**config.mk**
```make
export PLATFORM = sky130hd
export DESIGN_NAME = refill_tracker_param_flat
export DESIGN_NICKNAME = d
export VERILOG_FILES = /design/src/rtl/refill_tracker_pkg.sv /design/src/rtl/refill_tracker_if.sv /design/src/rtl/refill_tracker_alloc.sv /design/src/rtl/refill_tracker_param.sv /design/src/flat_wrapper.sv
export SDC_FILE = /design/constraint.sdc
export NUM_CORES = 1
export LEC_CHECK = 0
export BUFFER_PORTS_ARGS = -buffer_cell sky130_fd_sc_hd__buf_2
export CAP_MARGIN = 40
export CORE_UTILIZATION = 35
export CTS_CLUSTER_SIZE = 10
export DETAILED_ROUTE_END_ITERATION = 12
export HOLD_SLACK_MARGIN = 0.12
export SYNTH_ARGS = -nofsm -noshare
export SYNTH_HDL_FRONTEND = slang
export SYNTH_SLANG_ARGS = --single-unit
```
**constraint.sdc**
```tcl
create_clock -name clk -period 5.9 [get_ports clk]
set_input_delay 1.18 -clock clk [delete_from_list [all_inputs] [get_ports clk]]
set_output_delay 1.18 -clock clk [all_outputs]
set_load 0.01 [all_outputs]
```
**src/rtl/refill_tracker_pkg.sv**
```systemverilog
// -----------------------------------------------------------------------------
// refill_tracker_pkg
// Shared types and helpers for the outstanding-refill tracker.
//   entry_t        : one tracker slot {valid, id, addr, age}. Fields are sized
//                    to the largest supported widths. Instances zero-extend
//                    their narrower values, and synthesis removes the constant
//                    upper bits.
//   lowest_set_idx : index of the lowest set bit, used for allocation and
//                    for the timeout index.
//   onehot_to_bin  : converts a one-hot match vector to an index.
// Supported limits: DEPTH <= 32, ID_WIDTH <= 32, ADDR_WIDTH <= 64,
// TO_WIDTH <= 16.
// -----------------------------------------------------------------------------
package refill_tracker_pkg;

    localparam int ID_W_MAX   = 32;
    localparam int ADDR_W_MAX = 64;
    localparam int AGE_W_MAX  = 16;
    localparam int VEC_W_MAX  = 32;
    localparam int IDX_W_MAX  = 5;

    typedef struct packed {
        logic                  valid;
        logic [ID_W_MAX-1:0]   id;
        logic [ADDR_W_MAX-1:0] addr;
        logic [AGE_W_MAX-1:0]  age;
    } entry_t;

    // The loop scans downward so that the last hit, which is the lowest
    // index, is the one that is returned.
    function automatic logic [IDX_W_MAX-1:0] lowest_set_idx(input logic [VEC_W_MAX-1:0] vec);
        logic [IDX_W_MAX-1:0] idx;
        idx = '0;
        for (int i = VEC_W_MAX - 1; i >= 0; i--) begin
            if (vec[i]) idx = IDX_W_MAX'(i);
        end
        return idx;
    endfunction

    function automatic logic [IDX_W_MAX-1:0] onehot_to_bin(input logic [VEC_W_MAX-1:0] oh);
        logic [IDX_W_MAX-1:0] idx;
        idx = '0;
        for (int i = 0; i < VEC_W_MAX; i++) begin
            if (oh[i]) idx = idx | IDX_W_MAX'(i);
        end
        return idx;
    endfunction

endpackage

```
**src/rtl/refill_tracker_if.sv**
```systemverilog
// -----------------------------------------------------------------------------
// refill_tracker_if
// Bundles the miss-handler and AXI-side signals of the refill tracker.
//   master : miss handler / R-channel side (drives push, pop, check, lookup, clear)
//   slave  : the tracker (drives full/empty/error, hit, valid, count, timeout)
// -----------------------------------------------------------------------------
interface refill_tracker_if #(
    parameter int DEPTH      = 4,
    parameter int ID_WIDTH   = 14,
    parameter int ADDR_WIDTH = 28
);
    localparam int CNT_W = $clog2(DEPTH + 1);
    localparam int IDX_W = $clog2(DEPTH);

    logic                  push_i;
    logic [ID_WIDTH-1:0]   push_ID_i;
    logic [ADDR_WIDTH-1:0] push_addr_i;
    logic                  push_full_o;
    logic                  push_error_o;
    logic                  pop_i;
    logic [ID_WIDTH-1:0]   pop_ID_i;
    logic                  pop_empty_o;
    logic                  pop_error_o;
    logic                  RESP_check_req_i;
    logic [ID_WIDTH-1:0]   RESP_check_ID_i;
    logic                  RESP_check_is_valid_o;
    logic [ADDR_WIDTH-1:0] lookup_addr_i;
    logic                  lookup_hit_o;
    logic [CNT_W-1:0]      count_o;
    logic                  timeout_o;
    logic [IDX_W-1:0]      timeout_idx_o;
    logic                  timeout_clr_i;

    modport master (
        output push_i, push_ID_i, push_addr_i, pop_i, pop_ID_i,
               RESP_check_req_i, RESP_check_ID_i, lookup_addr_i, timeout_clr_i,
        input  push_full_o, push_error_o, pop_empty_o, pop_error_o,
               RESP_check_is_valid_o, lookup_hit_o, count_o, timeout_o, timeout_idx_o
    );

    modport slave (
        input  push_i, push_ID_i, push_addr_i, pop_i, pop_ID_i,
               RESP_check_req_i, RESP_check_ID_i, lookup_addr_i, timeout_clr_i,
        output push_full_o, push_error_o, pop_empty_o, pop_error_o,
               RESP_check_is_valid_o, lookup_hit_o, count_o, timeout_o, timeout_idx_o
    );
endinterface

```
**src/rtl/refill_tracker_alloc.sv**
```systemverilog
// -----------------------------------------------------------------------------
// refill_tracker_alloc
// First-free priority encoder. It picks the lowest-index entry whose valid
// bit is clear.
//   valid_i       : current valid bits of the table
//   alloc_oh_o    : one-hot of the chosen free entry (all zero when full)
//   alloc_valid_o : at least one entry is free
// -----------------------------------------------------------------------------
module refill_tracker_alloc
    import refill_tracker_pkg::*;
#(
    parameter int DEPTH = 4
) (
    input  logic [DEPTH-1:0] valid_i,
    output logic [DEPTH-1:0] alloc_oh_o,
    output logic             alloc_valid_o
);
    localparam int IDX_W = $clog2(DEPTH);

    logic [DEPTH-1:0] free_vec;
    logic [IDX_W-1:0] free_idx;

    assign free_vec      = ~valid_i;
    assign alloc_valid_o = |free_vec;
    assign free_idx      = IDX_W'(lowest_set_idx(VEC_W_MAX'(free_vec)));

    // NOTE: every always_comb output gets a default before any condition, so no latch is inferred.
    always_comb begin
        alloc_oh_o = '0;
        for (int i = 0; i < DEPTH; i++) begin
            if (alloc_valid_o && (free_idx == IDX_W'(i))) alloc_oh_o[i] = 1'b1;
        end
    end
endmodule

```
**src/rtl/refill_tracker_param.sv**
```systemverilog
// -----------------------------------------------------------------------------
// refill_tracker_param
// Outstanding-refill tracker for the L1.5 instruction cache. It records each
// AXI refill in flight by ID and line address, retires entries on the
// response, flags address hits so that misses to the same line merge, and
// runs a per-entry age watchdog.
//   clk, rst_n : clock; asynchronous active-low reset
//   bus        : refill_tracker_if slave modport. It carries push/pop with
//                their full/empty/error flags, the response-ID check, the
//                line lookup, count_o, and the sticky timeout with its index
//                and clear.
// -----------------------------------------------------------------------------
module refill_tracker_param
    import refill_tracker_pkg::*;
#(
    parameter int DEPTH      = 4,
    parameter int ID_WIDTH   = 14,
    parameter int ADDR_WIDTH = 28,
    parameter int TO_WIDTH   = 10
) (
    input  logic             clk,
    input  logic             rst_n,
    refill_tracker_if.slave  bus
);
    localparam int CNT_W = $clog2(DEPTH + 1);
    localparam int IDX_W = $clog2(DEPTH);
    localparam logic [AGE_W_MAX-1:0] AGE_MAX = AGE_W_MAX'((64'd1 << TO_WIDTH) - 64'd1);

    entry_t           entry_q [DEPTH];
    entry_t           entry_d [DEPTH];
    logic [CNT_W-1:0] count_q, count_d;
    logic             timeout_q, timeout_d;
    logic [IDX_W-1:0] tidx_q, tidx_d;

    logic [DEPTH-1:0] valid_vec, push_match, pop_match, chk_match, look_match, at_max;
    logic [DEPTH-1:0] alloc_oh;
    logic             alloc_valid, push_accept, pop_do;
    logic [IDX_W-1:0] pop_idx;

    // Every compare reads the pre-edge table, so a same-cycle push is not visible.
    always_comb begin
        valid_vec  = '0;
        push_match = '0;
        pop_match  = '0;
        chk_match  = '0;
        look_match = '0;
        at_max     = '0;
        for (int i = 0; i < DEPTH; i++) begin
            valid_vec[i]  = entry_q[i].valid;
            push_match[i] = entry_q[i].valid && (entry_q[i].id   == ID_W_MAX'(bus.push_ID_i));
            pop_match[i]  = entry_q[i].valid && (entry_q[i].id   == ID_W_MAX'(bus.pop_ID_i));
            chk_match[i]  = entry_q[i].valid && (entry_q[i].id   == ID_W_MAX'(bus.RESP_check_ID_i));
            look_match[i] = entry_q[i].valid && (entry_q[i].addr == ADDR_W_MAX'(bus.lookup_addr_i));
            at_max[i]     = entry_q[i].valid && (entry_q[i].age  == AGE_MAX);
        end
    end

    refill_tracker_alloc #(.DEPTH(DEPTH)) u_alloc (
        .valid_i       (valid_vec),
        .alloc_oh_o    (alloc_oh),
        .alloc_valid_o (alloc_valid)
    );

    // A duplicate live ID rejects the push. This keeps IDs unique, so the
    // pop match vector is at most one-hot.
    assign push_accept = bus.push_i && alloc_valid && !(|push_match);
    assign pop_do      = bus.pop_i && (|pop_match);
    assign pop_idx     = IDX_W'(onehot_to_bin(VEC_W_MAX'(pop_match)));

    always_comb begin
        for (int i = 0; i < DEPTH; i++) begin
            entry_d[i] = entry_q[i];
            if (entry_q[i].valid && (entry_q[i].age != AGE_MAX)) begin
                entry_d[i].age = entry_q[i].age + AGE_W_MAX'(1);
            end
            // A retired slot returns to all-zero, so a free entry holds age 0.
            if (pop_do && (pop_idx == IDX_W'(i))) entry_d[i] = '0;
            // The allocator only picks slots that were free before the edge,
            // so a slot freed by a same-cycle pop is never reused here.
            if (push_accept && alloc_oh[i]) begin
                entry_d[i] = '{valid: 1'b1,
                               id:    ID_W_MAX'(bus.push_ID_i),
                               addr:  ADDR_W_MAX'(bus.push_addr_i),
                               age:   '0};
            end
        end

        unique case ({push_accept, pop_do})
            2'b10:   count_d = count_q + CNT_W'(1);
            2'b01:   count_d = count_q - CNT_W'(1);
            default: count_d = count_q;
        endcase

        // The flag and index stay frozen while set. A clear overrides a
        // coincident set, and the flag re-arms on the next cycle.
        timeout_d = timeout_q;
        tidx_d    = tidx_q;
        if (bus.timeout_clr_i) begin
            timeout_d = 1'b0;
        end else if (!timeout_q && (|at_max)) begin
            timeout_d = 1'b1;
            tidx_d    = IDX_W'(lowest_set_idx(VEC_W_MAX'(at_max)));
        end
    end

    // NOTE: sequential state uses non-blocking assignments only, so every flop samples pre-edge values.
    // NOTE: the entry table is reset as well, because in-flight refills must be forgotten on reset.
    always_ff @(posedge clk or negedge rst_n) begin
        if (!rst_n) begin
            for (int i = 0; i < DEPTH; i++) entry_q[i] <= '0;
            count_q   <= '0;
            timeout_q <= 1'b0;
            tidx_q    <= '0;
        end else begin
            for (int i = 0; i < DEPTH; i++) entry_q[i] <= entry_d[i];
            count_q   <= count_d;
            timeout_q <= timeout_d;
            tidx_q    <= tidx_d;
        end
    end

    assign bus.push_full_o           = !alloc_valid;
    assign bus.push_error_o          = bus.push_i && !push_accept;
    assign bus.pop_empty_o           = !(|valid_vec);
    assign bus.pop_error_o           = bus.pop_i && !(|pop_match);
    assign bus.RESP_check_is_valid_o = bus.RESP_check_req_i && (|chk_match);
    assign bus.lookup_hit_o          = |look_match;
    assign bus.count_o               = count_q;
    assign bus.timeout_o             = timeout_q;
    assign bus.timeout_idx_o         = tidx_q;
endmodule

```
**src/flat_wrapper.sv**
```systemverilog
// flat-port wrapper written by rule: the top's interface ports become plain ports
module refill_tracker_param_flat import refill_tracker_pkg::*;
#(
    parameter int DEPTH      = 4,
    parameter int ID_WIDTH   = 14,
    parameter int ADDR_WIDTH = 28,
    parameter int TO_WIDTH   = 10
)
  (clk, rst_n, bus_push_i, bus_push_ID_i, bus_push_addr_i, bus_pop_i, bus_pop_ID_i, bus_RESP_check_req_i, bus_RESP_check_ID_i, bus_lookup_addr_i, bus_timeout_clr_i, bus_push_full_o, bus_push_error_o, bus_pop_empty_o, bus_pop_error_o, bus_RESP_check_is_valid_o, bus_lookup_hit_o, bus_count_o, bus_timeout_o, bus_timeout_idx_o);
  refill_tracker_if #(.DEPTH(DEPTH), .ID_WIDTH(ID_WIDTH), .ADDR_WIDTH(ADDR_WIDTH)) bus_i ();
  input  logic clk;
  input  logic rst_n;
  input wire logic [$bits(bus_i.push_i)-1:0] bus_push_i;
  input wire logic [$bits(bus_i.push_ID_i)-1:0] bus_push_ID_i;
  input wire logic [$bits(bus_i.push_addr_i)-1:0] bus_push_addr_i;
  input wire logic [$bits(bus_i.pop_i)-1:0] bus_pop_i;
  input wire logic [$bits(bus_i.pop_ID_i)-1:0] bus_pop_ID_i;
  input wire logic [$bits(bus_i.RESP_check_req_i)-1:0] bus_RESP_check_req_i;
  input wire logic [$bits(bus_i.RESP_check_ID_i)-1:0] bus_RESP_check_ID_i;
  input wire logic [$bits(bus_i.lookup_addr_i)-1:0] bus_lookup_addr_i;
  input wire logic [$bits(bus_i.timeout_clr_i)-1:0] bus_timeout_clr_i;
  output wire logic [$bits(bus_i.push_full_o)-1:0] bus_push_full_o;
  output wire logic [$bits(bus_i.push_error_o)-1:0] bus_push_error_o;
  output wire logic [$bits(bus_i.pop_empty_o)-1:0] bus_pop_empty_o;
  output wire logic [$bits(bus_i.pop_error_o)-1:0] bus_pop_error_o;
  output wire logic [$bits(bus_i.RESP_check_is_valid_o)-1:0] bus_RESP_check_is_valid_o;
  output wire logic [$bits(bus_i.lookup_hit_o)-1:0] bus_lookup_hit_o;
  output wire logic [$bits(bus_i.count_o)-1:0] bus_count_o;
  output wire logic [$bits(bus_i.timeout_o)-1:0] bus_timeout_o;
  output wire logic [$bits(bus_i.timeout_idx_o)-1:0] bus_timeout_idx_o;
  assign bus_i.push_i = bus_push_i;
  assign bus_i.push_ID_i = bus_push_ID_i;
  assign bus_i.push_addr_i = bus_push_addr_i;
  assign bus_i.pop_i = bus_pop_i;
  assign bus_i.pop_ID_i = bus_pop_ID_i;
  assign bus_i.RESP_check_req_i = bus_RESP_check_req_i;
  assign bus_i.RESP_check_ID_i = bus_RESP_check_ID_i;
  assign bus_i.lookup_addr_i = bus_lookup_addr_i;
  assign bus_i.timeout_clr_i = bus_timeout_clr_i;
  assign bus_push_full_o = bus_i.push_full_o;
  assign bus_push_error_o = bus_i.push_error_o;
  assign bus_pop_empty_o = bus_i.pop_empty_o;
  assign bus_pop_error_o = bus_i.pop_error_o;
  assign bus_RESP_check_is_valid_o = bus_i.RESP_check_is_valid_o;
  assign bus_lookup_hit_o = bus_i.lookup_hit_o;
  assign bus_count_o = bus_i.count_o;
  assign bus_timeout_o = bus_i.timeout_o;
  assign bus_timeout_idx_o = bus_i.timeout_idx_o;
  refill_tracker_param #(.DEPTH(DEPTH), .ID_WIDTH(ID_WIDTH), .ADDR_WIDTH(ADDR_WIDTH), .TO_WIDTH(TO_WIDTH)) u_core (.clk(clk), .rst_n(rst_n), .bus(bus_i));
endmodule
```
==> run summary <==
Via count - 11,500
Outcome - complete, no violations
CP Launch Type - primary input
CP startpoint - bus_push_ID_i[4]
Initial DRC Count - 956
Overflow left after global routing - 0
Worst Setup EP - bus_push_error_o
Fmax achieved - 236 MHz
Share of cells above drive strength 1 - 12.2%
Leak - 6.99 nW
DRC Markers - 0
Chip Height - 203 um
Worst Path Max Fanout - 8
Vias in the first global route - 11,400
DP Area - 15,100 um^2
CTS Buf Count - 30
Reg clk slew, reported paths - 0.05 ns
Power per cell area - 406 nW/um^2
Period utilization - 71.7%
RSZ-0062 raised after global routing - false
Post-DP HPWL - 32,000 um
Cts hold-fix bufs - 0
Max-slew violation count - 0
Drt wl/cell - 21.8 um
Reg-to-reg slack, setup - 2.44 ns
Most frequent cells in the layout - dfrtp_1, xnor2_1, nand2_1
Worst min path class - reg2reg
Post_cts resized - 0
Setup CP Type - in2out
Slew at the pin with the worst max-slew slack - 0.956 ns
Via/cell ratio - 5.45
Setup Buffers After CTS - 0
Post-Layout Inst Area - 15,900 um^2
Root buffer cell - clkbuf_16
Cell area after synthesis - 14,200 um^2
Worst-Skew Late Latency - 0.57 ns
Post-route ant nets - 0
Post-synth ARST share - 100%
Power after layout - 0.00647 W
Reg-to-reg startpoint - u_core.entry_q[451]
Placer Congestion - 1.01
Max Cap Viol - 0
First-pass GRT wire length - 70,600 um
CTS Sinks - 242
Ys Warns - 0
Initial core utilization - 35.5%
Row cnt - 73
Worst hold margin - 0.458 ns
Clock Skew - 0.0266 ns
Mapped Cells - 1,517
Ys flop type - dfrtp_1
Fillers - 3,948
Antenna violations before repair - 5
Arrival @ worst endpoint - 3.05 ns
Commonest non-fill, non-tap cell in the layout - dfrtp_1
Crit. End Element - output port
EDFF count, synth - 0
Max IR drop VDD - 257 uV
Total Wirelength - 46,000 um
Post-synthesis cell type count - 51
Worst R2R End - u_core.entry_q[364]
Pre-CTS WS - 1.73 ns
Cell depth of the worst flop-to-flop path - 8
Syn_area_per_cell - 9.33 um^2
Pin count of the biggest net entering global routing - 130
Setup tns final - 0 ns
Final nets - 1,685
Die area - 41,300 um^2
Worst slew margin - 36.3%
Net Count, Synth - 1,627
Finish-stage setup viols - 0
Register area share after synthesis - 42.8%
Ports - 116
CTS max path bufs - 3
H-tree depth - 1
Port bufs - 115
DRT Pass-1 Iters - 5
Worst Path Required - 4.72 ns
Area Overhead vs Synth - 12.6%
Minimum clock period - 4.23 ns
Tot GR Track Use - 22.3%
Area of the core - 39,800 um^2
Final setup margin - 1.67 ns
Fin. Hold Viols - 0
Die W - 203 um
#FFs+latches synth - 242
TritonCTS clock tree - built
per-layer routing:
metal / up-vias / wire length (um) / GRT usage [%]
met5: - / 57 / 0
met4: 8 / 1760 / 9.08
met3: 110 / 3420 / 4.70
met2: 424 / 20200 / 33.8
met1: 5686 / 20600 / 31.0
li1: 5289 / - / -
synthesized netlist by cell type (all sizes together), types with 3 or more instances:
library cell | number | area share [%]
xnor2 | 198 | 12
ha | 5 | 0.44
inv | 59 | 1.6
nand2 | 158 | 4.2
nand4 | 70 | 3.1
mux2i | 47 | 3.3
and3 | 8 | 0.35
nor3 | 50 | 2.1
o2bb2ai | 42 | 2.6
dfrtp | 242 | 43
nand3 | 116 | 4.1
clkbuf | 57 | 1.5
and4 | 5 | 0.33
a21o | 3 | 0.16
and2 | 5 | 0.24
nor2 | 56 | 1.5
o21ai | 128 | 4.5
nor4 | 46 | 2.3
buf | 50 | 2.2
a21oi | 4 | 0.14
xor2 | 142 | 8.8
layout make-up:
type                            instances  area (um^2)  area share (%)
Multi-Input combinational cell       1109         7400            46.4
Sequential cell                       242         6060            38.0
Clock buffer                           38          791            4.96
Timing Repair Buffer                  133          751            4.71
Tap cell                              525          657            4.12
Inverter                               59          221            1.39
Clock inverter                          5         67.6           0.424
Antenna cell                            1         2.50          0.0157
sequential cells by signal, summed over array words and instances, names as in the netlist:
register / flops
u_core.bus.count_o: 3
u_core.bus.timeout_idx_o: 2
u_core.bus.timeout_o: 1
u_core.entry_q: 236
report_power, final:
group,switching [W],internal [W],total (W)
registers,0.000718,0.00222,0.00294
logic,0.00101,0.000860,0.00187
clock network,0.000696,0.000971,0.00167
how the worst min path moves through the flow:
stage,startpoint,to,slack (ns),depth (start not counted)
3_5_place_dp,u_core.bus.count_o[2],u_core.bus.count_o[2],0.45,1
5_1_grt,u_core.bus.count_o[2],u_core.bus.count_o[2],0.49,1
4_1_cts,u_core.bus.count_o[2],u_core.bus.count_o[2],0.46,1
2_1_floorplan,u_core.entry_q[354],u_core.entry_q[354],0.50,2
3_3_place_gp,u_core.bus.count_o[2],u_core.bus.count_o[2],0.45,1
6_report,u_core.bus.count_o[2],u_core.bus.count_o[2],0.46,1
through the flow:
stage | util (%) | std cells
CTS | 40.0 | 2111
finish | 40.0 | 2112
floorplan | - | 1517
global placement | 37.8 | 2065
global route | 40.0 | 2111
detailed placement | 37.9 | 2068
cells by family (layout without fill, tap and decap cells):
group           after synthesis  count (layout)  share of synthesized area (%)
compound gates              191             191                           8.24
xor+xnor                    340             340                           21.0
fa+ha+maj                     6               6                          0.583
buf+inv                     166             235                           5.30
flops                       242             242                           42.8
mux                          47              47                           3.32
other cells                   0               1                              0
simple gates                525             525                           18.7
worst max-delay path, stage by stage:
cell	delay (ns)
buf_2	0.22
xnor2_1	0.18
nand4_1	0.13
nor4_2	0.68
nor2_1	0.26
a21boi_0	0.24
buf_2	0.16
Note: power is estimated with default switching activity, not from simulation.
